`src/rtl/job_rd_arbiter.sv`:
```
// Round-robin arbiter sharing one AXI read master among REQ_NUM job managers.
// AR bursts are tagged with the requester index; R beats are steered back by RID.
module job_rd_arbiter #(
  parameter int REQ_NUM    = 8,
  parameter int M_ID_WIDTH = 4,
  parameter int ADDR_WIDTH = 64,
  parameter int DATA_WIDTH = 512,
  parameter int MAX_OUT    = 4
) (
  input  logic                          clk,
  input  logic                          rst,
  input  logic [REQ_NUM-1:0]            s_arvalid,
  output logic [REQ_NUM-1:0]            s_arready,
  input  logic [REQ_NUM*ADDR_WIDTH-1:0] s_araddr,
  input  logic [REQ_NUM*8-1:0]          s_arlen,
  output logic [REQ_NUM-1:0]            s_rvalid,
  input  logic [REQ_NUM-1:0]            s_rready,
  output logic [DATA_WIDTH-1:0]         s_rdata,
  output logic [1:0]                    s_rresp,
  output logic                          s_rlast,
  output logic [M_ID_WIDTH-1:0]         m_axi_arid,
  output logic [ADDR_WIDTH-1:0]         m_axi_araddr,
  output logic [7:0]                    m_axi_arlen,
  output logic                          m_axi_arvalid,
  input  logic                          m_axi_arready,
  output logic [2:0]                    m_axi_arsize,
  output logic [1:0]                    m_axi_arburst,
  output logic [3:0]                    m_axi_arcache,
  output logic                          m_axi_arlock,
  output logic [2:0]                    m_axi_arprot,
  output logic [3:0]                    m_axi_arqos,
  output logic [3:0]                    m_axi_arregion,
  output logic                          m_axi_aruser,
  input  logic [M_ID_WIDTH-1:0]         m_axi_rid,
  input  logic [DATA_WIDTH-1:0]         m_axi_rdata,
  input  logic [1:0]                    m_axi_rresp,
  input  logic                          m_axi_rlast,
  input  logic                          m_axi_rvalid,
  output logic                          m_axi_rready,
  output logic [3:0]                    outstanding,
  output logic                          stray_err
);

  localparam int PTR_W = (REQ_NUM > 1) ? $clog2(REQ_NUM) : 1;

  typedef enum logic {IDLE, ADDR} state_t;

  state_t           state, state_next;
  logic [PTR_W-1:0] rr_ptr;
  logic [PTR_W-1:0] winner;
  logic [PTR_W-1:0] cand;
  logic             any_req;
  logic             grant;
  logic             rid_ok;
  logic             rsel;
  logic             rlast_hs;
  logic             dec;

  assign m_axi_arsize   = 3'd6;
  assign m_axi_arburst  = 2'd1;
  assign m_axi_arcache  = 4'd3;
  assign m_axi_arlock   = 1'b0;
  assign m_axi_arprot   = 3'd0;
  assign m_axi_arqos    = 4'd0;
  assign m_axi_arregion = 4'd0;
  assign m_axi_aruser   = 1'b0;

  assign s_rdata = m_axi_rdata;
  assign s_rresp = m_axi_rresp;
  assign s_rlast = m_axi_rlast;

  // Scan downward so the last hit is the closest valid requester at/after rr_ptr.
  always_comb begin
    winner  = '0;
    cand    = '0;
    any_req = 1'b0;
    for (int k = REQ_NUM - 1; k >= 0; k--) begin
      cand = PTR_W'((int'(rr_ptr) + k) % REQ_NUM);
      if (s_arvalid[cand]) begin
        winner  = cand;
        any_req = 1'b1;
      end
    end
  end

  always_ff @(posedge clk or posedge rst) begin
    if (rst) state <= IDLE;
    else     state <= state_next;
  end

  always_comb begin
    state_next = state;
    grant      = 1'b0;
    s_arready  = '0;
    case (state)
      IDLE: begin
        if (any_req && (outstanding < 4'(MAX_OUT))) begin
          grant             = 1'b1;
          s_arready[winner] = 1'b1;
          state_next        = ADDR;
        end
      end
      ADDR: begin
        if (m_axi_arready) state_next = IDLE;
      end
      default: state_next = IDLE;
    endcase
  end

  always_ff @(posedge clk or posedge rst) begin
    if (rst) begin
      m_axi_arvalid <= 1'b0;
      m_axi_araddr  <= '0;
      m_axi_arlen   <= '0;
      m_axi_arid    <= '0;
      rr_ptr        <= '0;
    end else begin
      m_axi_arvalid <= (state_next == ADDR);
      if (grant) begin
        m_axi_araddr <= s_araddr[winner*ADDR_WIDTH +: ADDR_WIDTH];
        m_axi_arlen  <= s_arlen[winner*8 +: 8];
        m_axi_arid   <= M_ID_WIDTH'(winner);
        rr_ptr       <= (winner == PTR_W'(REQ_NUM - 1)) ? '0 : winner + 1'b1;
      end
    end
  end

  // Beats carrying an ID with no requester behind it are sunk rather than stalling the bus.
  assign rid_ok = ({1'b0, m_axi_rid} < (M_ID_WIDTH + 1)'(REQ_NUM));

  always_comb begin
    s_rvalid = '0;
    rsel     = 1'b0;
    for (int i = 0; i < REQ_NUM; i++) begin
      if (m_axi_rid == M_ID_WIDTH'(i)) begin
        s_rvalid[i] = m_axi_rvalid;
        rsel        = s_rready[i];
      end
    end
  end

  assign m_axi_rready = rid_ok ? rsel : 1'b1;
  assign rlast_hs     = m_axi_rvalid & m_axi_rready & m_axi_rlast;
  assign dec          = rlast_hs && (outstanding != 4'd0);

  always_ff @(posedge clk or posedge rst) begin
    if (rst) begin
      outstanding <= 4'd0;
      stray_err   <= 1'b0;
    end else begin
      if (grant && !dec)      outstanding <= outstanding + 4'd1;
      else if (!grant && dec) outstanding <= outstanding - 4'd1;
      if (m_axi_rvalid && !rid_ok) stray_err <= 1'b1;
    end
  end

endmodule

```
`config.mk`:
```
export PLATFORM = sky130hd
export DESIGN_NAME = job_rd_arbiter
export DESIGN_NICKNAME = d
export VERILOG_FILES = /design/src/rtl/job_rd_arbiter.sv
export SDC_FILE = /design/constraint.sdc
export NUM_CORES = 1
export LEC_CHECK = 0
export CAP_MARGIN = 40
export CORE_AREA = 2 2 675 677
export CTS_BUF_LIST = sky130_fd_sc_hd__clkbuf_4 sky130_fd_sc_hd__clkbuf_8
export DETAILED_ROUTE_END_ITERATION = 8
export DIE_AREA = 0 0 677 679
export PLACE_DENSITY_LB_ADDON = 0.3
export SLEW_MARGIN = 10
export SYNTH_ARGS = -nofsm -noshare
export SYNTH_HDL_FRONTEND = slang
export SYNTH_SLANG_ARGS = --single-unit
```
`constraint.sdc`:
```
create_clock -name clk -period 5.6 [get_ports clk]
set_clock_uncertainty 0.15 [all_clocks]
set_input_delay 1.12 -clock clk [delete_from_list [all_inputs] [get_ports clk]]
set_output_delay 1.12 -clock clk [all_outputs]
set_load 0.005 [all_outputs]
```
==> summary.md, run 1 <==
| Metric | Value |
|---|---|
| R2r startpoint | rr_ptr[0] |
| Setup TNS | 0 ns |
| Crit-path leading delay family | buffers and inverters |
| Final setup margin | roughly 0.13 ns |
| Core box area | between 400000 and 500000 um2 |
| Vias | about 14000 |
| Nets | approximately 2900 |
| Die area | between 400000 and 500000 um2 |
| Initial core utilization | 0.02803 |
| Reg2reg end | m_axi_araddr[21] |
| Num Clock Sinks | 84 |
| Max VDD drop | 0.7492 mV |
| Critical path depth | 11 |
| Worst slack, placed | -0.4012 ns |
| Grt ovf | 0 |
| Slew at the pin closest to its max-slew limit | 0.8650 ns |
| Final GP Congestion | 0.9217 |
| Clk pin slew, worst setup/hold paths | about 0.11 ns |
| Worst r2r path cells | 17 |
| Crit. End Element | output port |
| Syn Inst Count | between 1500 and 2000 |
| Crit-path cells | clkdlybuf4s50_1 -> buf_4 -> mux2_1 -> mux4_2 -> a2111oi_4 -> a211o_2 -> and2_4 -> buf_12 -> inv_16 -> nor4_1 -> clkdlybuf4s50_1 |
| Hold crit path type | register to register |
| Final Instance Area | between 20000 and 30000 um2 |
| EDFF count, synth | 0 |
| Comb power frac | 0.898 |
| Worst-Skew Late Latency | 0.65 ns |
| Share of cells above drive strength 1 | 0.1655 |
| Worst endpoint required time | 4.33 ns |
| Critical Path Max Stage Delay | ~0.6 ns |
| Final Cycle Share | 0.9766 |
| Startpoint types | primary input |
| Most used DFF post-synth | dfrtp_1 |
| R2R setup slack | slightly below 0.7 ns |
| Drc violations | 0 |
| Class of the most critical setup path | primary input to output port |
| Wirelength per Cell | approximately 40 um |
| DRT antenna net count | 0 |
| Number of hold buffers added after cts | 0 |
| Design Power | approximately 19 mW |
| CP bufs+invs | 5 |
| Post-Syn Area per Cell | about 8.3 um2 |
| Largest net degree at the start of global routing | around 70 |
| Num CTS Buffers | 13 |
| Cell mode on critical path | clkdlybuf4s50_1 |
| Async set-or-reset flop fraction in the synthesized netlist | 1.000 |
| Switching share of power | 0.5932 |
| Max Slew Vio Count | 0 |
| Placed insts | between 7000 and 8000 |
| Via density | around 1.9 |
| Seq/Total Area, Yosys | 0.1660 |
| PortBufs | ~700 |
| Critical path startpoint | s_arvalid[1] |
| Final hold vios | 0 |
| Clock power share | 0.041 |
| Total wire length | about 310000 um |
| Lkg Pwr | about 7.3 nW |
| Non-Filler Instances | 7809 |
| Most frequent cells in the layout | clkdlybuf4s50_1, nand2_1, buf_4 |
| GRT met2 Usage | 0.2091 |
| Chip height | just under 700 um |
| H-tree depth | 3 |
| Placed inst area | ~25000 um2 |
| Dpl hpwl | between 200000 and 300000 um |
| Warnings, synthesis | 0 |
| Worst Setup EP | s_arready[0] |
| DR pass1 iterations | 6 |
| Clock root cell | clkbuf_8 |
| Crit-path slowest cell | mux4_2 |
| Setup-failing EPs final | 0 |
| RSZ-0062 raised after global routing | false |
| M3 GR Usage | 0.1752 |
| Switching pwr | about 11 mW |
| 1st-iter DRT viols | between 1000 and 1500 |
| Cell Pwr Density | around 760 nW/um2 |
| Internal power | between 7 and 8 mW |
| Area grow syn2layout | 97.66% |
| Final Core Density | 0.05540 |
| Sequential power share | 0.061 |
| Deepest clock path buffer count | 3 |
| Most common cell after layout, fill and taps aside | clkdlybuf4s50_1 |
| Max Freq | 0.1828 GHz |
| Maximum fanout along the worst path | 7 |
| Total GRT Usage | 0.1310 |
| Row cnt | between 200 and 250 |
| Width of the die | 677 um |
| Crit path time final | 5.469 ns |
| Mapped Area | around 13000 um2 |
| Grt peak-use layer | met2 |
| I/O pin count | between 1500 and 2000 |
| Slew headroom | 0.4220 |
| Seq cells post-synth | 84 |
| Unique masters post-synth | 67 |
| Max Cap Viol | 0 |
| CP arrival | around 4.2 ns |
| Outcome | finished, final reports clean |
| Initial antenna violation count | 123 |
| CTS tree | done |
| Met1 Use GR | 0.08792 |
| Worst hold slack | ~0.33 ns |
| First-pass GRT wire length | about 350000 um |
| Vias in the first global route | ~14000 |
-- Yosys cell counts (5+ instances only) --
master    number  area, um2
buf_4        543       4076
nand2_1      251      942.2
mux2i_1       98      980.9
a21oi_1       90      450.4
dfrtp_1       84       2102
mux4_2        53       1194
clkbuf_1      49      183.9
o221ai_1      45      394.1
o32a_1        44      440.4
nor2_1        37      138.9
a22oi_1       26      195.2
buf_2         24      120.1
o21ai_0       21      105.1
a211oi_1      14      105.1
a21boi_0      12      90.09
buf_6         11      123.9
nand3_1       10      50.05
nor3_1        10      50.05
mux2_2         8      90.09
inv_1          7      26.28
ha_1           6      75.07
o2111a_1       6      67.56
buf_1          5      18.77
xnor2_1        5      43.79
-- registers in the layout, summed over array words and instances (netlist names) --
register / cells
m_axi_araddr: 64
m_axi_arid: 3
m_axi_arlen: 8
m_axi_arvalid: 1
outstanding: 4
rr_ptr: 3
stray_err: 1
-- repair_timing --
action / in CTS / in global routing
setup buffers: 4 / 0
pin swaps: 5 / 3
gates resized for setup: 21 / 14
setup endpoints to repair: 8 / 7
-- power by group through the flow --
stage / clock [mW] / sequential (mW) / combinational (mW)
finish: 0.774 / 1.17 / 17.1
global route: 0.873 / 1.20 / 18.5
CTS: 0.890 / 1.17 / 18.0
detailed placement: 0 / 1.17 / 17.8
global placement: 0 / 1.17 / 17.7
floorplan: 0 / 1.14 / 7.12
-- kinds of logic after synthesis --
group,after synthesis,synth area share
buffers and inverters,644,0.3609
and+or+nand+nor,336,0.1093
AOI/OAI and AO/OA,290,0.1688
muxes,162,0.1815
DFF,84,0.1660
adders and majority gates,7,0.007508
xor gates and xnor gates,7,0.005434
other,2,0.0005930
-- how the worst min path moves through the flow --
stage                     start                to  slack [ns]  cells past startpoint
4_1_cts        m_axi_araddr[37]  m_axi_araddr[37]        0.33                      2
6_report       m_axi_araddr[37]  m_axi_araddr[37]        0.33                      2
3_3_place_gp          stray_err         stray_err        0.30                      1
5_1_grt        m_axi_araddr[48]  m_axi_araddr[48]        0.36                      2
3_5_place_dp   m_axi_araddr[37]  m_axi_araddr[37]        0.31                      2
2_1_floorplan         stray_err         stray_err        0.30                      1
-- layout make-up --
class / instances / area, um2
diodes: 20 / 50.05
well taps: 5976 / 7477
clock buffers: 15 / 206.4
multi-input cells: 825 / 6255
inverters: 12 / 77.57
clock inverters: 1 / 30.03
fillers: 53378 / 426800
repair buffers: 876 / 8833
flip-flops and latches: 84 / 2103
-- per-layer routing --
metal,vias to the layer above,part of all wire
met1,6675,0.23
met5,-,0.0039
met4,82,0.029
met2,1967,0.45
met3,347,0.29
li1,5406,-
-- tightest hold or removal path, cell delays in order (launching register included) --
cell and delay [ns]:
dfrtp_1 0.36, nand2_1 0.05, nand2_1 0.05
Note: power is estimated with default switching activity, not from simulation.
==> run 2: changes to the inputs <==
--- a/config.mk
+++ b/config.mk
@@ -10,7 +10,6 @@
 export CTS_BUF_LIST = sky130_fd_sc_hd__clkbuf_4 sky130_fd_sc_hd__clkbuf_8
 export DETAILED_ROUTE_END_ITERATION = 8
 export DIE_AREA = 0 0 677 679
-export PLACE_DENSITY_LB_ADDON = 0.3
 export SLEW_MARGIN = 10
 export SYNTH_ARGS = -nofsm -noshare
 export SYNTH_HDL_FRONTEND = slang
==> run 2 against run 1 <==
Effect of this change: sequential share of layout area up 0.12 points; global-route usage up 2.4 points; fmax down 0.69%; count of clock-buffer cells in the layout down 6; wire length up 19%; setup slack worse by 0.038 ns; clock power down 3.0%; largest cell class unchanged.
==> summary.md, run 2 (synthesized netlist as in run 1, its figures left out) <==
| Metric | Value |
|---|---|
| R2R setup slack | 0.22 ns (-0.47 ns) |
| Slew at the pin closest to its max-slew limit | 1.035 ns (+0.1703 ns) |
| Nets | 2896 (-1.3%) |
| Final hold vios | 0 (unchanged) |
| Crit-path slowest cell | mux4_2 |
| Critical Path Max Stage Delay | 0.52 ns (-0.07 ns) |
| Dpl hpwl | 349200 um (+20%) |
| Most flops, register | m_axi_araddr |
| Max Slew Vio Count | 0 (unchanged) |
| Vias | 16449 (+14%) |
| Hold Crit Depth | 2 (unchanged) |
| PortBufs | 699 (unchanged) |
| Largest net degree at the start of global routing | 62 (-8.8%) |
| Crit-path cells | dlygate4sd2_1 -> mux4_2 -> nor2b_4 -> or4b_4 -> a32oi_2 -> o221ai_4 -> buf_6 -> a21o_4 -> nor3_2 -> buf_4 -> clkdlybuf4s50_1 |
| Final GP Congestion | 1.205 (+31%) |
| RSZ-0062 raised after global routing | true |
| CP arrival | 4.24 ns (+0.04 ns) |
| Hold crit path type | register to register |
| H-tree depth | 3 (unchanged) |
| Share of cells above drive strength 1 | 0.1456 (-0.01988) |
| Deepest clock path buffer count | 2 (-1) |
| Grt ovf | 0 (unchanged) |
| Initial antenna violation count | 306 (+150%) |
| Wirelength per Cell | 47.43 um (+18%) |
| Worst hold slack | 0.3453 ns (+0.01309 ns) |
| Max Cap Viol | 0 (unchanged) |
| Maximum fanout along the worst path | 6 (-1) |
| Clk pin slew, worst setup/hold paths | 0.16 ns (+0.05 ns) |
| Outcome | finished, final reports clean |
| Row cnt | 247 (unchanged) |
| 1st-iter DRT viols | 1911 (+56%) |
| CTS tree | done |
| Max VDD drop | 0.5838 mV (-22%) |
| Core box area | 451800 um2 (unchanged) |
| DR pass1 iterations | 7 (+1) |
| Worst r2r path cells | 17 (unchanged) |
| Total wire length | 372400 um (+19%) |
| Total GRT Usage | 0.1555 (+0.02449) |
| First-pass GRT wire length | 406900 um (+17%) |
| Lkg Pwr | 6.992 nW (-3.8%) |
| I/O pin count | 1751 (unchanged) |
| Die area | 459700 um2 (unchanged) |
| Num Clock Sinks | 84 (unchanged) |
| Setup TNS | 0 ns (unchanged) |
| Top Registers | m_axi_araddr x64, m_axi_arlen x8, outstanding x4 |
| Max Freq | 0.1816 GHz (-0.69%) |
| Chip height | 679 um (unchanged) |
| Via density | 2.095 (+13%) |
| Drc violations | 0 (unchanged) |
| Non-Filler Instances | 7852 (+0.55%) |
| Final Instance Area | 24690 um2 (-1.4%) |
| Area grow syn2layout | 94.93% |
| Final Cycle Share | 0.9834 (+0.006752) |
| DRT antenna net count | 0 (unchanged) |
| Worst-Skew Late Latency | 0.54 ns (-0.11 ns) |
| Final setup margin | 0.09317 ns (-0.03781 ns) |
| Cell Pwr Density | 692.2 nW/um2 (-9.0%) |
| Class of the most critical setup path | primary input to output port |
| Initial core utilization | 0.02803 (unchanged) |
| Worst endpoint required time | 4.33 ns (about the same) |
| Max reg flops | 64 (unchanged) |
| Crit. End Element | output port |
| Final Core Density | 0.05464 (-0.0007643) |
| Design Power | 17.09 mW (-10%) |
| Slew headroom | 0.2901 (-0.1319) |
| Placed inst area | 24080 um2 (-2.0%) |
| Setup-failing EPs final | 0 (unchanged) |
| Vias in the first global route | 14137 (-1.7%) |
| Most frequent cells in the layout | clkdlybuf4s50_1, nand2_1, buf_4 |
| Worst slack, placed | -0.5685 ns (-0.1673 ns) |
| Placed insts | 7736 (-0.42%) |
| Crit path time final | 5.507 ns (+0.03781 ns) |
| Most common cell after layout, fill and taps aside | clkdlybuf4s50_1 |
| Clock root cell | clkbuf_8 |
| Width of the die | 677 um (unchanged) |
| Num CTS Buffers | 9 (-4) |
| Startpoint types | primary input |
run 2: path summary, 6_finish.rpt:
check / startpoint / end
worst min register to register: m_axi_araddr[23] / m_axi_araddr[23]
max in group asynchronous: rst / m_axi_araddr[38]
worst max register to register: rr_ptr[0] / m_axi_araddr[8]
worst max-delay path: s_arvalid[3] / s_arready[5]
worst min-delay path: m_axi_araddr[23] / m_axi_araddr[23]
min in group asynchronous: rst / m_axi_araddr[2]
run 2: cell type report:
type	count	area, um2
well taps	5976	7477
clock buffers	9	123.9
repair buffers	842	8330
clock inverters	7	103.9
multi-input cells	825	6226
diodes	97	242.7
fillers	53356	427100
flip-flops and latches	84	2105
inverters	12	78.83
run 2: repair_timing:
item,4_1_cts,5_1_grt
hold buffers,0,0
setup buffers,0,3
gates resized for setup,18,15
pin swaps,2,1
cloned,0,0
endpoints found under the setup margin,9,8
endpoints found under the hold margin,0,0
run 2: per-layer routing:
layer	GRT usage	share of wire	up-vias
met5	0.02228	0.0078	-
met4	0.06089	0.051	236
met3	0.2305	0.31	792
met2	0.2343	0.42	2722
met1	0.09299	0.21	7267
li1	-	-	5432
run 2: critical path: cells and delay by family:
kind	cells	cell delay, ns
multiplexers	1	0.52
buffers and inverters	4	1.09
AO/OA/AOI/OAI	3	0.67
AND/OR/NAND/NOR	3	0.82
run 2: where the power goes:
part           switching (mW)  internal, mW
logic                    9.35          5.77
clock network           0.493         0.259
registers               0.269         0.941
total                    10.1          6.97
==> run 3: changes to the inputs <==
--- a/config.mk
+++ b/config.mk
@@ -10,6 +10,7 @@
 export CTS_BUF_LIST = sky130_fd_sc_hd__clkbuf_4 sky130_fd_sc_hd__clkbuf_8
 export DETAILED_ROUTE_END_ITERATION = 8
 export DIE_AREA = 0 0 677 679
+export MAX_ROUTING_LAYER = met4
 export SLEW_MARGIN = 10
 export SYNTH_ARGS = -nofsm -noshare
 export SYNTH_HDL_FRONTEND = slang
==> constraint.sdc (replaced) <==
create_clock -name clk -period 5.86 [get_ports clk]
set_clock_uncertainty 0.15 [all_clocks]
set_input_delay 1.172 -clock clk [delete_from_list [all_inputs] [get_ports clk]]
set_output_delay 1.172 -clock clk [all_outputs]
set_load 0.005 [all_outputs]
==> run 3 against run 2 <==
Effect of this change: flip-flop and latch count is the same; sequential share of layout area hardly changed; non-clock buffer count is 5 lower; combinational power down 5%; hold slack got worse by 0.0076 ns; clock power decreased by 13%; critical path depth grew 2; critical endpoint is now s_arready[2]; largest power group unchanged.
==> summary.md, run 3 (synthesized netlist as in run 1, its figures left out) <==
| Metric | Value |
|---|---|
| Nets | 2891 (-0.17%) |
| Dpl hpwl | 345700 um (-1.0%) |
| Initial core utilization | 0.02803 (unchanged) |
| Critical path depth | 13 (+2) |
| Worst r2r path cells | 15 (-2) |
| Hold Crit Depth | 2 (unchanged) |
| Worst hold slack | 0.3377 ns (-0.007582 ns) |
| Die area | 459700 um2 (unchanged) |
| DRT antenna net count | 0 (unchanged) |
| Final Cycle Share | 0.9957 |
| Width of the die | 677 um (unchanged) |
| Crit path time final | 5.835 ns |
| Row cnt | 247 (unchanged) |
| Max Slew Vio Count | 0 (unchanged) |
| Num CTS Buffers | 9 (unchanged) |
| PortBufs | 699 (unchanged) |
| Max VDD drop | 0.7197 mV (+23%) |
| Core box area | 451800 um2 (unchanged) |
| Worst-Skew Late Latency | 0.58 ns (+0.04 ns) |
| Vias in the first global route | 14144 (+0.050%) |
| Crit-path cells | clkdlybuf4s50_1 -> buf_4 -> mux4_2 -> nor2_2 -> buf_4 -> o22ai_1 -> o221ai_4 -> buf_4 -> nand2_1 -> buf_4 -> buf_4 -> nor4_1 -> clkdlybuf4s50_1 |
| First-pass GRT wire length | 404100 um (-0.69%) |
| Sequential power share | 0.072 (about the same) |
| Clk pin slew, worst setup/hold paths | 0.15 ns (about the same) |
| Final hold vios | 0 (unchanged) |
| Switching share of power | 0.6004 (+0.008478) |
| 1st-iter DRT viols | 1769 (-7.4%) |
| Reg2reg end | m_axi_araddr[56] |
| Lkg Pwr | 6.918 nW (-1.1%) |
| CP arrival | 4.51 ns (+0.27 ns) |
| Top Registers | m_axi_araddr x64, m_axi_arlen x8, outstanding x4 |
| Hold Startpoint | m_axi_araddr[18] |
| Grt peak-use layer | met2 |
| Slew at the pin closest to its max-slew limit | 1.037 ns (+0.001333 ns) |
| Deepest clock path buffer count | 2 (unchanged) |
| Hold Path End | m_axi_araddr[18] |
| Final GP Congestion | 1.230 (+2.0%) |
| R2r startpoint | rr_ptr[0] |
| Final Core Density | 0.05466 (about the same) |
| Number of hold buffers added after cts | 0 (unchanged) |
| Setup-failing EPs final | 0 (unchanged) |
| Most frequent cells in the layout | clkdlybuf4s50_1, nand2_1, buf_4 |
| Class of the most critical setup path | primary input to output port |
| Cell Pwr Density | 652.3 nW/um2 (-5.8%) |
| Vias | 15847 (-3.7%) |
| Share of cells above drive strength 1 | 0.1409 (-0.004663) |
| Via density | 2.009 (-4.1%) |
| I/O pin count | 1751 (unchanged) |
| Met1 Use GR | 0.09496 (+0.001967) |
| Num Clock Sinks | 84 (unchanged) |
| Setup TNS | 0 ns (unchanged) |
| R2R setup slack | 0.81 ns (+0.59 ns) |
| Wirelength per Cell | 46.85 um (-1.2%) |
| Slew headroom | 0.3089 (+0.01886) |
| Switching pwr | 9.673 mW (-4.4%) |
| Max Cap Viol | 0 (unchanged) |
| Clock root cell | clkbuf_8 |
| Outcome | finished, final reports clean |
| Hold crit path type | register to register |
| Crit-path leading delay family | buffers and inverters |
| Max reg flops | 64 (unchanged) |
| Initial antenna violation count | 289 (-5.6%) |
| Critical Path Max Stage Delay | 0.61 ns (+0.09 ns) |
| Area grow syn2layout | 95.00% (about the same) |
| M3 GR Usage | 0.2270 (-0.003420) |
| Total GRT Usage | 0.1590 (+0.003464) |
| Chip height | 679 um (unchanged) |
| Internal power | 6.437 mW (-7.7%) |
| Maximum fanout along the worst path | 7 (+1) |
| Drc violations | 0 (unchanged) |
| GRT met2 Usage | 0.2346 (+0.0002543) |
| Worst endpoint required time | 4.54 ns (+0.21 ns) |
| CTS tree | done |
| Fillers | 53339 (-0.032%) |
| DR pass1 iterations | 6 (-1) |
| Crit. End Element | output port |
| Cell mode on critical path | buf_4 |
| Crit-path slowest cell | mux4_2 |
| H-tree depth | 3 (unchanged) |
| Most flops, register | m_axi_araddr |
| Clock power share | 0.040 (-0.004) |
| CP bufs+invs | 7 (+3) |
| Max Freq | 0.1714 GHz |
| Grt ovf | 0 (unchanged) |
| Most common cell after layout, fill and taps aside | clkdlybuf4s50_1 |
| Startpoint types | primary input |
| Largest net degree at the start of global routing | 76 (+23%) |
| Comb power frac | 0.888 (+0.003) |
| Total wire length | 369600 um (-0.77%) |
## run 3: metrics by stage
step	std cells	total power [mW]	worst slack, ns	cell area [um2]
6_report	7888	16.11	0.02523	24700
5_1_grt	7870	16.98	-0.05548	24650
4_1_cts	7749	16.44	0.001723	24290
3_5_place_dp	7733	15.64	-0.1535	24070
3_3_place_gp	7728	15.45	-0.1587	23960
2_1_floorplan	1553	7.888	1.063	12740
## run 3: final cells by class
type                       count  area (um2)  area share
tap                         5976        7477      0.3028
antenna                      138       345.3     0.01398
inverter                      12       76.32    0.003090
sequential                    84        2105     0.08522
clock buffer                   9       123.9    0.005016
multi-input combinational    825        6212      0.2515
timing repair buffer         837        8300      0.3361
clock inverter                 7       56.30    0.002280
## run 3: power by group through the flow
stage	clock [mW]	combinational (mW)	sequential, mW
floorplan	0	6.80	1.09
global placement	0	14.3	1.14
detailed placement	0	14.5	1.14
CTS	0.722	14.6	1.14
global route	0.709	15.1	1.18
finish	0.652	14.3	1.15
## run 3: metal layers
metal	vias up	routed length [um]
li1	5518	-
met1	7029	78730
met2	2728	157800
met3	572	115600
met4	0	17470
met5	-	0
## run 3: worst register-to-register path: cells and delay by family, from the launching register on
family / cells / cell delay [ns]
flip-flops: 1 / 0.49
multiplexers: 3 / 1.21
buffers and inverters: 6 / 1.44
adder cells (fa/ha/maj): 1 / 0.42
AND/OR/NAND/NOR: 1 / 0.24
AO/OA/AOI/OAI: 4 / 0.96
## run 3: worst max-delay path by stage
stage | from | end | slack, ns
after floorplan | s_arvalid[2] | s_arready[4] | 1.06
after global placement | s_arvalid[3] | s_arready[1] | -0.16
after detailed placement | s_arvalid[5] | m_axi_araddr[50] | -0.15
after CTS | s_arvalid[3] | s_arready[2] | 0.002
after global routing | rr_ptr[1] | s_arready[2] | -0.06
final | s_arvalid[3] | s_arready[2] | 0.03
## run 3: repair_timing
action | 4_1_cts | 5_1_grt
setup buffers | 0 | 1
endpoints found under the setup margin | 8 | 7
gates resized for setup | 9 | 11
gates cloned | 0 | 0
